`src/rtl/ahb_mtx_out_stage_2to1.sv`:
```
// Output stage of a 2-to-1 AHB matrix: arbitrates two decoder requests onto slave port MI0,
// holding the grant across bursts and locked sequences and steering HWDATA to the data-phase owner.
module ahb_mtx_out_stage_2to1 #(
  parameter int AW = 32,
  parameter int DW = 32
) (
  input  logic          HCLK,
  input  logic          HRESET,
  input  logic          sel_op0,
  input  logic [AW-1:0] addr_op0,
  input  logic [1:0]    trans_op0,
  input  logic          write_op0,
  input  logic [2:0]    size_op0,
  input  logic [2:0]    burst_op0,
  input  logic          lock_op0,
  input  logic [DW-1:0] wdata_op0,
  input  logic          sel_op1,
  input  logic [AW-1:0] addr_op1,
  input  logic [1:0]    trans_op1,
  input  logic          write_op1,
  input  logic [2:0]    size_op1,
  input  logic [2:0]    burst_op1,
  input  logic          lock_op1,
  input  logic [DW-1:0] wdata_op1,
  output logic          active_op0,
  output logic          active_op1,
  output logic          HSELM,
  output logic [AW-1:0] HADDRM,
  output logic [1:0]    HTRANSM,
  output logic          HWRITEM,
  output logic [2:0]    HSIZEM,
  output logic [2:0]    HBURSTM,
  output logic          HMASTLOCKM,
  output logic [DW-1:0] HWDATAM,
  input  logic          HREADYOUTM,
  output logic          HREADYMUXM
);

  typedef enum logic [1:0] {
    PORT_NONE = 2'd0,
    PORT_P0   = 2'd1,
    PORT_P1   = 2'd2
  } port_e;

  port_e addr_port_q, addr_port_d;
  port_e data_port_q, data_port_d;
  port_e arb_port, next_addr_port;
  logic  last_gnt_q, last_gnt_d;  // 0: P0 was granted last, 1: P1
  logic  req0, req1, hold0, hold1;

  // Handshake: HREADYOUTM=1 completes the current beat; only then does a new address phase
  // (grant, data owner, round-robin pointer) get registered. With HREADYOUTM=0 everything holds.
  assign HREADYMUXM = HREADYOUTM;

  always_comb begin
    req0  = sel_op0 & trans_op0[1];
    req1  = sel_op1 & trans_op1[1];
    // trans[0]=1 covers both SEQ and BUSY, i.e. a burst in progress
    hold0 = sel_op0 & (trans_op0[0] | lock_op0);
    hold1 = sel_op1 & (trans_op1[0] | lock_op1);
    arb_port = PORT_NONE;
    if (addr_port_q == PORT_P0 && hold0)      arb_port = PORT_P0;
    else if (addr_port_q == PORT_P1 && hold1) arb_port = PORT_P1;
    else if (req0 && req1)                    arb_port = last_gnt_q ? PORT_P0 : PORT_P1;
    else if (req0)                            arb_port = PORT_P0;
    else if (req1)                            arb_port = PORT_P1;
    next_addr_port = HREADYOUTM ? arb_port : addr_port_q;
  end

  always_comb begin
    active_op0 = (next_addr_port == PORT_P0);
    active_op1 = (next_addr_port == PORT_P1);
    HSELM      = 1'b0;
    HADDRM     = '0;
    HTRANSM    = 2'b00;
    HWRITEM    = 1'b0;
    HSIZEM     = 3'b000;
    HBURSTM    = 3'b000;
    HMASTLOCKM = 1'b0;
    case (next_addr_port)
      PORT_P0: begin
        HSELM      = 1'b1;
        HADDRM     = addr_op0;
        HTRANSM    = trans_op0;
        HWRITEM    = write_op0;
        HSIZEM     = size_op0;
        HBURSTM    = burst_op0;
        HMASTLOCKM = lock_op0;
      end
      PORT_P1: begin
        HSELM      = 1'b1;
        HADDRM     = addr_op1;
        HTRANSM    = trans_op1;
        HWRITEM    = write_op1;
        HSIZEM     = size_op1;
        HBURSTM    = burst_op1;
        HMASTLOCKM = lock_op1;
      end
      default: ;
    endcase
  end

  always_comb begin
    addr_port_d = next_addr_port;
    data_port_d = data_port_q;
    last_gnt_d  = last_gnt_q;
    if (HREADYOUTM) begin
      data_port_d = HTRANSM[1] ? next_addr_port : PORT_NONE;
      if (next_addr_port == PORT_P0) last_gnt_d = 1'b0;
      if (next_addr_port == PORT_P1) last_gnt_d = 1'b1;
    end
  end

  always_comb begin
    HWDATAM = '0;
    case (data_port_q)
      PORT_P0: HWDATAM = wdata_op0;
      PORT_P1: HWDATAM = wdata_op1;
      default: ;
    endcase
  end

  always_ff @(posedge HCLK) begin
    if (HRESET) begin
      addr_port_q <= PORT_NONE;
      data_port_q <= PORT_NONE;
      last_gnt_q  <= 1'b1;
    end else begin
      addr_port_q <= addr_port_d;
      data_port_q <= data_port_d;
      last_gnt_q  <= last_gnt_d;
    end
  end

  a_one_hot_grant: assert property (@(posedge HCLK) disable iff (HRESET)
    !(active_op0 && active_op1));

endmodule

```
`config.mk`:
```
export PLATFORM = sky130hd
export DESIGN_NAME = ahb_mtx_out_stage_2to1
export DESIGN_NICKNAME = d
export VERILOG_FILES = /design/src/rtl/ahb_mtx_out_stage_2to1.sv
export SDC_FILE = /design/constraint.sdc
export NUM_CORES = 1
export LEC_CHECK = 0
export ABC_CLOCK_PERIOD_IN_PS = 5200
export BUFFER_PORTS_ARGS = -buffer_cell sky130_fd_sc_hd__buf_2
export CELL_PAD_IN_SITES_DETAIL_PLACEMENT = 0
export CELL_PAD_IN_SITES_GLOBAL_PLACEMENT = 1
export CORE_MARGIN = 3
export CORE_UTILIZATION = 15
export DETAILED_ROUTE_END_ITERATION = 10
export PLACE_DENSITY = 0.86
export SYNTH_ARGS = -nofsm -noshare
export SYNTH_HDL_FRONTEND = slang
export SYNTH_SLANG_ARGS = --single-unit
export TNS_END_PERCENT = 1
```
`constraint.sdc`:
```
create_clock -name HCLK -period 5.2 [get_ports HCLK]
set_clock_uncertainty 0.15 [all_clocks]
set_input_delay 1.04 -clock HCLK [delete_from_list [all_inputs] [get_ports HCLK]]
set_output_delay 1.04 -clock HCLK [all_outputs]
set_load 0.01 [all_outputs]
```
Yosys cells after proc, flatten, opt, wreduce, memory -nomap -nowiden
Index checks and enable logic that the tools add are counted.
- register bits: 5
- input bits: 153
- output and inout bits: 78
- logic and storage cells: 39
- eq/ne operators: 6
- multiplexer cells: 18
- bitwise gates (word level): 6
- reduce and logical (&&, ||, !) cells: 6
- operators by type and width (kind ; count):
    one-hot mux 32 bit (2 select lines) ; 2
    two-way mux 2 bit ; 8
    one-hot mux 3 bit (2 select lines) ; 2
    == test 2 x 1 -> 1 bit, second input constant ; 3
    == test 2 bit, second input constant ; 3
    AND 1 bit ; 4
    one-hot mux 1 bit (2 select lines) ; 2
    one-hot mux 2 bit (2 select lines) ; 1
    logical AND 1 bit ; 3
    two-way mux 1 bit ; 3
    bitwise OR 1 bit ; 2
    AND reduction 2 bit ; 1
    nonzero test 2 bit ; 1
    OR reduction 2 bit ; 1

Logic depth before layout (Yosys ltp)
- depth after elaboration: 10
- gate-level depth with buffers: 6

Worst setup path before layout
OpenSTA, ideal clock, no wires.
- kind: input -> output
- start: input HREADYOUTM
- end: output HADDRM[10]
- arrival: 2.295 ns
- required time: 4.010 ns
- setup slack: 1.715 ns
- stages on the path: 6
- cells stage by stage: buf_6 nand2b_4 a21o_1 a311oi_4 buf_6 a22o_1
- cells in the longest elaborated chain, start to end: 3
- elaborated cells on any way between the ends: 4
- ends and longest elaborated chain (element ; line ; text):
    start, declared ; 35 ; input logic HREADYOUTM,
    two-way mux 2 bit ; 67 ; next_addr_port = HREADYOUTM ? arb_port : addr_port_q;
    == test 2 bit ; n/a ;
    net active_op1 ; 26 ; output logic active_op1,
    one-hot mux 32 bit (2 select lines) ; 80 ; case (next_addr_port)
    end, declared ; 28 ; output logic [AW-1:0] HADDRM,
The timed path passes the listed nets, and every way through them passes these cells.

Worst setup path in the final report
- start: input HREADYOUTM
- end: output HADDRM[11]
- cells in the longest elaborated chain, start to end: 3
- elaborated cells on any way between the ends: 4
- ends and longest elaborated chain (element ; line):
    two-way mux 2 bit (*) ; 67
    == test 2 bit or == test 2 x 1 -> 1 bit (tied branches) ; 80
    one-hot mux 32 bit (2 select lines) (*) ; 80
Every way passes the cells marked *; elsewhere a longest branch is shown, timed or not.

==> metrics <==
Worst setup SP type input pin; post-synthesis compound-gate area fraction about three fifths; fillers ~870; Seq pwr share around 14%; most frequent CP cell buf_2; Max VDD drop roughly 48 uV; leading post-synthesis cells by cell area a22o_1, a22oi_1, nor2_1; Sinks on Clock Net 5; HP Class flop to flop; crit path max fanout 43; critical path's slowest cell buf_4; total number of vias 2203; Post-synth EDFFs 0; RSZ-0062 raised after global routing no; Placed Cells incl. Taps between 400 and 500; Int Power around 0.19 mW; Post-Syn Instances about 170; fin crit period between 3 and 4 ns; multi-input logic area roughly 980 um^2; CTS buffer count 3; Synth Area in Adders 2.03%; CTS tree yes; cts hold-fix bufs 0; DP Area roughly 0.0024 mm^2; Worst Slack Setup Final roughly 1.4 ns; required time of the critical path approximately 4 ns; area share of the largest cell type after synthesis 29.9%; clk root buf clkbuf_8; max_cap viols 0; met2 Use GR about a fifth; Die Wd 96.6 um; max incr delay on CP roughly 0.43 ns; routing usage on met3 about 2.1%; Syn Nets 326; TNS Setup 0 ns; Setup Buffers After CTS 0; vias in the first global route ~1800; Synth Register Bits 5; worst skew pair latency approximately 0.22 ns; GP Congestion 0.788; H-tree Lvls 1; Synth Warn # 0; share of layout cells above drive strength 1 roughly three fifths; Yosys top cell by area a22o_1; largest family of logic cells by synthesized area compound AO/OA/AOI/OAI gates; DR iter-0 viols slightly below 90; status finished clean; endpoints failing hold 0; Cell Pwr Density 129 mW/mm^2; Psw roughly 0.12 mW; P&R area growth vs syn 97.9%; Pleak 1.40 nW; Fin Hold WS 0.376 ns; synth unique cells 28; Sequential Area 100 um^2; Simple-Gate Fraction of Synth Area between 10% and 20%; drc violations 0; Non-Filler Instances roughly 490; initial core utilization approximately 16%; Slew headroom approximately 22%; crit path kind input pin to output port; Via density between 4 and 5; Total Wirelength between 6 and 7 mm; Tot GR Track Use between 10% and 20%; fin crit share 73.6%; Logic pwr share around 63%; mux contribution to synthesized area less than 1%; hpwl dp between 5 and 6 mm; Top Ports 231; WL/cell 14.0 um; Rows 32; Power Total around 0.31 mW; Routed Antenna Nets 0; Port Buf Inserts 230; XOR/XNOR Fraction of Synth Area 0%; GRT overflow 0; crit-path cells buf_2, nand2b_4, a21o_1, a311oi_4, buf_4, a22o_1, buf_2; Die ar. 0.00933 mm^2; Pre-antenna DRT Iters 4; pre-CTS WS around 1.3 ns; final instance area 0.00244 mm^2; CTS clk-pin slew, worst paths 0.03 ns; Critical Path AT 2.64 ns; GR Util met1 between 10% and 20%; Final setup viols 0; initial antenna violation count 0; Clk pwr share between 20% and 30%; Nets roughly 540; core area just under 0.008 mm^2; largest net degree at the start of global routing 44; GRT busiest layer met2; Critical Path End Type output port; syn_area_per_cell between 7 and 8 um^2; Clock Path Buffers 2; Final Max Tran Viols 0; Seq/Total Area, Yosys 8.13%; number of inserted diodes 0; Worst-Margin Slew roughly 1.2 ns; Net Sw Frac a little under two fifths; Post-Syn Area about 0.0012 mm^2; die height 96.6 um; number of cells upsized or downsized after cts 0; Most used DFF post-synth dfxtp_1; first-pass GRT wire length between 8 and 9 mm; FMAX approximately 0.26 GHz; Async S/R FF share, synth 0%; Core Util, Final between 30% and 40%
-- worst max-delay path: cells and delay by family --
| family | cells | cell delay (ns) |
|---|---|---|
| buf+inv | 3 | 0.72 |
| simple gates | 1 | 0.16 |
| compound gates | 3 | 0.70 |
-- routing by layer --
| layer | part of all wire (%) | wire, um | vias up |
|---|---|---|---|
| met5 | 0 | 0 | - |
| met4 | 0.81 | 55 | 0 |
| met3 | 8.5 | 582 | 9 |
| met2 | 52 | 3540 | 96 |
| met1 | 39 | 2640 | 1000 |
| li1 | - | - | 1098 |
-- flip-flops by register name, summed over array words and instances, names as in the netlist --
name	count
addr_port_q	2
data_port_q	2
last_gnt_q	1
-- cells in the mapped netlist, types with 2 or more instances --
library cell	instances
inv_1	4
a22oi_1	32
a21oi_1	6
dfxtp_1	5
o21ai_1	3
nand2_1	2
buf_6	6
nand2b_4	2
nor3_1	2
nor2_1	37
ha_1	2
clkbuf_1	9
a22o_1	42
buf_2	5
-- power groups by stage --
stage / registers, mW / clock network [mW] / logic, mW
global route: 0.0431 / 0.0759 / 0.220
global placement: 0.0432 / 0 / 0.198
CTS: 0.0427 / 0.0738 / 0.201
finish: 0.0427 / 0.0719 / 0.199
detailed placement: 0.0433 / 0 / 0.201
floorplan: 0.0427 / 0 / 0.104
-- final timing paths --
| check | start | endpoint | slack, ns | depth (start not counted) |
|---|---|---|---|---|
| worst max-delay path | HREADYOUTM | HADDRM[11] | 1.37 | 7 |
| worst min-delay path | addr_port_q[0] | addr_port_q[0] | 0.38 | 2 |
| worst max register to register | addr_port_q[1] | last_gnt_q | 3.75 | 4 |
| worst min register to register | addr_port_q[0] | addr_port_q[0] | 0.38 | 2 |
-- cells in the final DEF (no fill, tap or decap) --
cell / count
clkbuf_8: 3
clkbuf_1: 1
dfxtp_1: 5
a21oi_1: 6
nand2_1: 2
or3_1: 1
a311oi_4: 1
o21ai_1: 3
o41ai_1: 1
nand3b_1: 1
nor3_1: 2
nand2b_4: 2
o21bai_1: 1
buf_4: 2
nand2b_1: 1
and2_1: 1
o22a_2: 1
a211o_1: 1
a22o_1: 42
or2_1: 1
inv_1: 4
mux2i_1: 1
ha_1: 2
a31o_1: 1
a22oi_1: 32
buf_2: 230
a21o_1: 1
nor2_1: 37
-- cell type report --
cell class	instances	share of cell area [%]
Timing Repair Buffer	232	47.9
Multi-Input combinational cell	141	40.3
Tap cell	102	5.24
Sequential cell	5	4.11
Clock buffer	4	1.85
Inverter	4	0.616
-- cells by family after synthesis --
kind of cell | Yosys count
AOI/OAI and AO/OA | 90
and+or+nand+nor | 48
buffers and inverters | 25
DFF | 5
adders and majority gates | 2
muxes | 1
Note: power is estimated with default switching activity, not from simulation.
